<file path="src/rtl/ulpi_rx_link.sv">
// ============================================================================
// Module   : ulpi_rx_link
// Purpose  : ULPI link-side receive path: bus turnaround, RX CMD decode,
//            packet data capture with length/overflow, register-read capture.
// Revision : 1.0 - initial release
// ============================================================================
`default_nettype none

module ulpi_rx_link #(
  parameter int MAX_PKT = 1024
) (
  input  logic        clk_usb_i,
  input  logic        sys_rst_n_i,
  input  logic        dir_i,
  input  logic        nxt_i,
  input  logic [7:0]  data_in_i,
  input  logic        rd_expect_i,
  output logic        phy_owns_bus_o,
  output logic [7:0]  rx_cmd_o,
  output logic        rx_cmd_valid_o,
  output logic [1:0]  linestate_o,
  output logic [1:0]  vbus_state_o,
  output logic        id_gnd_o,
  output logic        alt_int_o,
  output logic        rx_active_o,
  output logic        rx_error_o,
  output logic        host_disc_o,
  output logic [7:0]  pkt_data_o,
  output logic        pkt_valid_o,
  output logic        pkt_eop_o,
  output logic [10:0] pkt_len_o,
  output logic        pkt_ovf_o,
  output logic [7:0]  reg_data_o,
  output logic        reg_valid_o
);

  typedef enum logic [2:0] {
    LINK_OWN = 3'd0,
    TURN_IN  = 3'd1,
    PHY_CMD  = 3'd2,
    PKT      = 3'd3,
    REG_RD   = 3'd4,
    TURN_OUT = 3'd5
  } state_t;

  localparam logic [11:0] c_max_pkt = 12'(MAX_PKT);

  state_t      state_q;
  logic        dir_q;
  logic [7:0]  rx_cmd_q;
  logic        rx_cmd_valid_q;
  logic        rx_active_q;
  logic        rx_error_q;
  logic        host_disc_q;
  logic [7:0]  pkt_data_q;
  logic        pkt_valid_q;
  logic        pkt_eop_q;
  logic [10:0] pkt_len_q;
  logic        pkt_ovf_q;
  logic [7:0]  reg_data_q;
  logic        reg_valid_q;
  logic [10:0] count_q;

  logic       w_phy_state;
  logic       w_fall;
  logic       w_cmd;
  logic       w_byte;
  logic       w_reg_cap;
  logic       w_start_turn;
  logic       w_start_cmd;
  logic       w_end;
  logic [1:0] w_ev;

  always_comb begin
    w_ev         = data_in_i[5:4];
    w_phy_state  = (state_q == TURN_IN) || (state_q == PHY_CMD) ||
                   (state_q == PKT)     || (state_q == REG_RD);
    w_fall       = w_phy_state && !dir_i;
    w_cmd        = dir_i && !nxt_i && ((state_q == PHY_CMD) || (state_q == PKT));
    w_byte       = dir_i && nxt_i && (state_q == PKT);
    w_reg_cap    = dir_i && (state_q == REG_RD);
    w_start_turn = dir_i && nxt_i && ((state_q == LINK_OWN) || (state_q == TURN_OUT));
    w_start_cmd  = w_cmd && (w_ev == 2'b01) && !rx_active_q;
    // A packet closes either on the bus being handed back or on RxEvent=00.
    w_end        = rx_active_q && (w_fall || (w_cmd && (w_ev == 2'b00)));
  end

  always_ff @(posedge clk_usb_i or negedge sys_rst_n_i) begin
    if (!sys_rst_n_i) begin
      state_q        <= LINK_OWN;
      dir_q          <= 1'b0;
      rx_cmd_q       <= 8'h00;
      rx_cmd_valid_q <= 1'b0;
      rx_active_q    <= 1'b0;
      rx_error_q     <= 1'b0;
      host_disc_q    <= 1'b0;
      pkt_data_q     <= 8'h00;
      pkt_valid_q    <= 1'b0;
      pkt_eop_q      <= 1'b0;
      pkt_len_q      <= 11'd0;
      pkt_ovf_q      <= 1'b0;
      reg_data_q     <= 8'h00;
      reg_valid_q    <= 1'b0;
      count_q        <= 11'd0;
    end else begin
      dir_q          <= dir_i;
      rx_cmd_valid_q <= 1'b0;
      pkt_valid_q    <= 1'b0;
      pkt_eop_q      <= 1'b0;
      pkt_ovf_q      <= 1'b0;
      reg_valid_q    <= 1'b0;

      case (state_q)
        LINK_OWN, TURN_OUT: state_q <= dir_i ? TURN_IN : LINK_OWN;
        TURN_IN: begin
          if (!dir_i)           state_q <= TURN_OUT;
          else if (rx_active_q) state_q <= PKT;
          else if (rd_expect_i) state_q <= REG_RD;
          else                  state_q <= PHY_CMD;
        end
        PHY_CMD: begin
          if (!dir_i)           state_q <= TURN_OUT;
          else if (w_start_cmd) state_q <= PKT;
        end
        PKT: begin
          if (!dir_i)                       state_q <= TURN_OUT;
          else if (w_cmd && w_ev == 2'b00)  state_q <= PHY_CMD;
        end
        REG_RD:  state_q <= dir_i ? PHY_CMD : TURN_OUT;
        default: state_q <= LINK_OWN;
      endcase

      if (w_start_turn || w_start_cmd) begin
        rx_active_q <= 1'b1;
        count_q     <= 11'd0;
        rx_error_q  <= 1'b0;
      end

      if (w_cmd) begin
        rx_cmd_q       <= data_in_i;
        rx_cmd_valid_q <= 1'b1;
        host_disc_q    <= (w_ev == 2'b10);
        if (w_ev == 2'b11) rx_error_q <= 1'b1;
      end

      if (w_byte) begin
        pkt_data_q  <= data_in_i;
        pkt_valid_q <= 1'b1;
        if (count_q != 11'h7FF) count_q <= count_q + 11'd1;
      end

      if (w_reg_cap) begin
        reg_data_q  <= data_in_i;
        reg_valid_q <= 1'b1;
      end

      if (w_end) begin
        pkt_eop_q   <= 1'b1;
        pkt_len_q   <= count_q;
        pkt_ovf_q   <= ({1'b0, count_q} > c_max_pkt);
        rx_active_q <= 1'b0;
      end
    end
  end

  assign phy_owns_bus_o = dir_q;
  assign rx_cmd_o       = rx_cmd_q;
  assign rx_cmd_valid_o = rx_cmd_valid_q;
  assign linestate_o    = rx_cmd_q[1:0];
  assign vbus_state_o   = rx_cmd_q[3:2];
  assign id_gnd_o       = rx_cmd_q[6];
  assign alt_int_o      = rx_cmd_q[7];
  assign rx_active_o    = rx_active_q;
  assign rx_error_o     = rx_error_q;
  assign host_disc_o    = host_disc_q;
  assign pkt_data_o     = pkt_data_q;
  assign pkt_valid_o    = pkt_valid_q;
  assign pkt_eop_o      = pkt_eop_q;
  assign pkt_len_o      = pkt_len_q;
  assign pkt_ovf_o      = pkt_ovf_q;
  assign reg_data_o     = reg_data_q;
  assign reg_valid_o    = reg_valid_q;

endmodule

`default_nettype wire

</file>
<file path="config.mk">
export PLATFORM = sky130hd
export DESIGN_NAME = ulpi_rx_link
export DESIGN_NICKNAME = d
export VERILOG_FILES = /design/src/rtl/ulpi_rx_link.sv
export SDC_FILE = /design/constraint.sdc
export NUM_CORES = 1
export LEC_CHECK = 0
export BUFFER_PORTS_ARGS = -buffer_cell sky130_fd_sc_hd__buf_2
export CAP_MARGIN = 20
export CORE_ASPECT_RATIO = 1.1
export CORE_MARGIN = 2
export CORE_UTILIZATION = 40
export CTS_BUF_LIST = sky130_fd_sc_hd__clkbuf_8
export DETAILED_ROUTE_END_ITERATION = 8
export GPL_TIMING_DRIVEN = 0
export SYNTH_ARGS = -nofsm -noshare
export SYNTH_HDL_FRONTEND = slang
export SYNTH_SLANG_ARGS = --single-unit
</file>
<file path="constraint.sdc">
create_clock -name clk_usb_i -period 2.2 [get_ports clk_usb_i]
set_clock_uncertainty 0.15 [all_clocks]
set_input_delay 0.11 -clock clk_usb_i [delete_from_list [all_inputs] [get_ports clk_usb_i]]
set_output_delay 0.11 -clock clk_usb_i [all_outputs]
set_load 0.01 [all_outputs]
</file>
; ---- Word-level counts from Yosys, hierarchy flattened
; Index checks and enable logic that the tools add are counted.
[op_classes]
n_addsub = 1
mul = 0
div = 0
magnitude_cmp = 1
n_eq_ne = 11
shift = 0
n_mux = 23
n_bitwise = 0
reduce_logical = 26
[op_table]
columns = op, count
row1 = 11-bit 2-to-1 mux, 3
row2 = 3-bit 2-to-1 mux, 8
row3 = 3-bit case mux with 5 select lines, 1
row4 = 11-bit by 1-bit adder with 11-bit output (second input constant), 1
row5 = 11-bit > comparator (second input constant), 1
row6 = 1-bit logical AND, 11
row7 = 1-bit 2-to-1 mux, 11
row8 = 11-bit != test (second input constant), 1
row9 = 1-bit logical OR, 7
row10 = 3-bit by 2-bit == test with 1-bit output (second input constant), 2
row11 = 3-bit == test (second input constant), 2
row12 = 2-bit == test (second input constant), 2
row13 = 3-bit by 1-bit == test with 1-bit output (second input constant), 1
row14 = 1-bit logical NOT, 3
row15 = 3-bit logical NOT, 1
row16 = 3-bit by 2-bit != test with 1-bit output (second input constant), 1
row17 = 3-bit != test (second input constant), 1
row18 = 2-bit by 1-bit == test with 1-bit output (second input constant), 1
row19 = 2-bit logical NOT, 1
row20 = 2-bit AND reduction, 1
row21 = 2-bit nonzero test, 1
row22 = 2-bit OR reduction, 1
[totals]
regBits = 58
latchBits = 0
ramBits = 0
rom_bits = 0
in_bits = 13
out_inout_bits = 50
elab_cells = 77
mem_count = 0

; ---- Longest topological paths before layout
[logic_depth]
ltp_word = 9
ltp_mapped = 7
ltp_nobuf = 6

; ---- Worst setup path before layout
; No wires, ideal clock.
[synth_path]
path_kind = register -> register
start = reg state_q[2]
end = reg count_q[3]
setup_time_ns = 0.127
arrival_time_ns = 1.559
path_slack_ns = 0.365
path_stages_with_launch = 6
n_path_buf = 1
path_cell_list = dfrtp_1 > buf_2 > xor2_1 > o31ai_1 > nor2_2 > a221o_2
[synth_via]
elab_chain_len = 9
[synth_lines]
columns = element, line_no
row1 = start: declaration, 48  ; state_t state_q;
row2 = start signal: assignment, 114  ; LINK_OWN, TURN_OUT: state_q <= dir_i ? TURN_IN : LINK_OWN;
row3 = start signal: assignment, 129  ; REG_RD: state_q <= dir_i ? PHY_CMD : TURN_OUT;
row4 = 3-bit by 2-bit == test with 1-bit output (on tied branches), "79, 80"
row5 = 1-bit logical OR, 79  ; w_cmd = dir_i && !nxt_i && ((state_q == PHY_CMD) || (state_q == PKT));
row6 = 1-bit logical AND, 79
row7 = 1-bit logical AND (2 in series), 83  ; w_start_cmd = w_cmd && (w_ev == 2'b01) && !rx_active_q;
row8 = 1-bit logical OR, 133  ; if (w_start_turn || w_start_cmd) begin
row9 = 11-bit 2-to-1 mux, 133
row10 = 11-bit 2-to-1 mux, 149  ; if (count_q != 11'h7FF) count_q <= count_q + 11'd1;
row11 = 11-bit 2-to-1 mux (*), 146  ; if (w_byte) begin
row12 = end signal: assignment, 149
row13 = end: declaration, 62  ; logic [10:0] count_q;
; Mark *: on every way between the ends. The rest lies on a longest branch, timed or not.
; A chain may end at the register's enable or synchronous reset.

; ---- Final worst setup path
[layout_path]
start = reg state_q[2]
end = reg count_q[7]
; The elaborated chain is that of the path after synthesis.

==> impl_metrics.json <==
{
  "status": "complete, no violations",
  "via_count": 1980,
  "critical_path.cell_chain": "buf_2 > xor2_1 > o31ai_1 > nor2_2 > a221o_2",
  "port-buffer-count": 62,
  "post_drt_wl_per_cell_um": 14.3,
  "cts_tree": "done",
  "layout_common_cells": "buf_2, dfrtp_1, nand2_1",
  "critical_path.startpoint_type": "flop",
  "worstMarginPinSlew_ps": 513,
  "htreeDepth": 3,
  "grt-ovfl-total": 0,
  "vias_per_cell": 5.10,
  "synth_top_area_share_pct": 55.8,
  "cpPeakStageDelay_ps": 430,
  "leakage_nw": 1.69,
  "max-cap-violations": 0,
  "fin_crit_sh_pct": 94.7,
  "ys_seq_area_share_pct": 55.8,
  "cts_buffers": 9,
  "insertion_delay_ps": 330,
  "final_antenna_net_count": 0,
  "syn_nets": 233,
  "path_max_fanout": 10,
  "path_clk_slew_ps": 70,
  "path_buf_inv": 1,
  "wl_um": 5550,
  "setup_viol": 0,
  "nNetsFinal": 318,
  "clockBufferDepth": 2,
  "fin_tns_setup_ps": 0,
  "layout-drive-gt1-share_pct": 44.2,
  "syn_area_per_cell_sq_um": 11.9,
  "final_common_cell": "buf_2",
  "drt_pass1_iterations": 4,
  "fp.dieW_um": 80.9,
  "critPathRequiredTime_ps": 2260,
  "place_congestion": 0.817,
  "critPathKind": "reg -> reg",
  "first_global_vias": 1945,
  "endpoint_kind": "flop",
  "async_flop_share_pct": 100,
  "relSlewSlack_pct": 65.8,
  "worst_hold_path_type": "in -> reg",
  "cp_top_family": "compound AO/OA/AOI/OAI gates",
  "drtIter0Drc": 66,
  "antenna_cells": 0,
  "syn2layout_area_growth_pct": 27.6,
  "grt_pass1_wl_um": 9290,
  "synth.distinct_cells": 49,
  "timing.hold.ws_ps": 47.5,
  "cp_slowest_cell": "o31ai_1",
  "num_io_pins": 63,
  "initial_core_util_pct": 41.7,
  "cts_resized": 0,
  "grt_max_degree": 39,
  "period_minus_slack_ps": 2080,
  "dpl.hpwl_um": 3810,
  "critPathArrivalTime_ps": 2150,
  "synthFlopType": "dfrtp_1",
  "postLayoutCoreUtil_pct": 53.3,
  "ys.warnings.count": 0,
  "final_hold_viol_count": 0,
  "postSynthCellCount": 218,
  "power_density_nw_per_um2": 1160,
  "core.rowCount": 30,
  "fmax_mhz": 480,
  "yosysTopAreaCell": "dfrtp_1",
  "cts.sinks": 58,
  "grtUsageTotal_pct": 17.2,
  "synth_area_sq_um": 2600,
  "route.detailed.drc": 0,
  "antenna_found_initial": 0,
  "root_buffer": "clkbuf_8",
  "die_h_um": 88.6,
  "synth_edf_count": 0,
  "ys_seq_elements": 58,
  "ys_top_cells_by_area": "dfrtp_1, mux2_2, nand2_1",
  "dieArea_sq_um": 7160,
  "fp.coreArea_sq_um": 6230,
  "maxSlewViolCount": 0,
  "rsz0062_at_grt": "no",
  "ir_worst_vdd_v": 0.000662
}
routing by layer:
| metal | vias up | global-route usage [%] | wire length, um |
|---|---|---|---|
| met5 | - | 0 | 0 |
| met4 | 0 | 7.55 | 78 |
| met3 | 10 | 4.49 | 300 |
| met2 | 58 | 26.8 | 2540 |
| met1 | 968 | 22.7 | 2640 |
| li1 | 944 | - | - |
flip-flops by register name, summed over array words and instances, names as in the netlist:
| name | flops |
|---|---|
| count_q | 11 |
| pkt_len_o | 11 |
| pkt_data_o | 8 |
| reg_data_o | 8 |
| rx_cmd_o | 8 |
| state_q | 3 |
| host_disc_o | 1 |
| phy_owns_bus_o | 1 |
| pkt_eop_o | 1 |
| pkt_ovf_o | 1 |
| pkt_valid_o | 1 |
| reg_valid_o | 1 |
| rx_active_o | 1 |
| rx_cmd_valid_o | 1 |
| rx_error_o | 1 |
tightest hold or removal path: cells and delay by family:
kind                   cells  cell delay [ps]
AO/OA/AOI/OAI              2              280
buffers and inverters      1              100
layout make-up:
| class | count | area, sq um |
|---|---|---|
| Clock buffer | 9 | 124 |
| Tap cell | 80 | 100 |
| Clock inverter | 7 | 56.3 |
| Buffer | 16 | 133 |
| Fill cell | 581 | 2910 |
| Multi-Input combinational cell | 136 | 986 |
| Sequential cell | 58 | 1450 |
| Inverter | 8 | 30.0 |
| Timing Repair Buffer | 74 | 438 |
per-stage QoR:
step                      cell area [sq um]  std cells  setup slack (ps)  total power, mW
after global routing                   3320        388              28.9             4.13
after detailed placement               3030        361               126             2.98
after floorplan                        2600        218               365             2.45
final                                  3320        388               116             3.86
after CTS                              3310        387               111             3.88
after global placement                 3010        360               146             2.95
worst paths after layout:
path / start / to / slack (ps) / cells after the start
min in group asynchronous: sys_rst_n_i / pkt_len_o[5] / 120 / 2
max in group asynchronous: sys_rst_n_i / reg_data_o[0] / 1220 / 3
worst max register to register: state_q[2] / count_q[7] / 120 / 5
worst max-delay path: state_q[2] / count_q[7] / 120 / 5
worst min register to register: pkt_data_o[4] / pkt_data_o[4] / 320 / 2
worst min-delay path: rd_expect_i / state_q[1] / 50 / 3
power breakdown:
part / leakage (nW) / internal (mW) / switching [mW]
clock network: 0.0777 / 0.412 / 0.462
logic: 0.858 / 0.689 / 0.717
registers: 0.756 / 1.38 / 0.197
total: 1.69 / 2.48 / 1.38
cells in the mapped netlist, types with 2 or more instances:
cell type and instances:
nor2_1 7, o21ai_0 7, inv_1 7, nand3b_1 2, nor3_1 4, a21oi_1 4
clkbuf_8 2, buf_4 7, nor2_2 2, a22o_2 2, a221o_2 2, buf_2 3
nand3_1 6, and3_2 2, nor2b_1 3, nand2b_1 2, buf_6 3, nor4_1 2
mux2_2 25, a211oi_1 2, a211o_1 4, nand2_1 30, and3_1 3, dfrtp_1 58
nor3b_1 2, nand4_1 3, ha_1 2
timing repair:
action | CTS | global route
hold buffers | 10 | 0
setup endpoints to repair | 0 | 2
hold endpoints to repair | 57 | 0
buffers inserted | 0 | 1
kinds of logic (layout without fill, tap and decap cells):
kind of cell / after synthesis / in the layout / synth area share (%)
xor gates and xnor gates: 2 / 2 / 0.674
muxes: 25 / 25 / 10.8
DFF: 58 / 58 / 55.8
buffers and inverters: 24 / 114 / 6.26
and+or+nand+nor: 75 / 75 / 15.8
AOI/OAI and AO/OA: 32 / 32 / 9.67
adders and majority gates: 2 / 2 / 0.962
No activity file was read; power rests on OpenSTA's default activity.
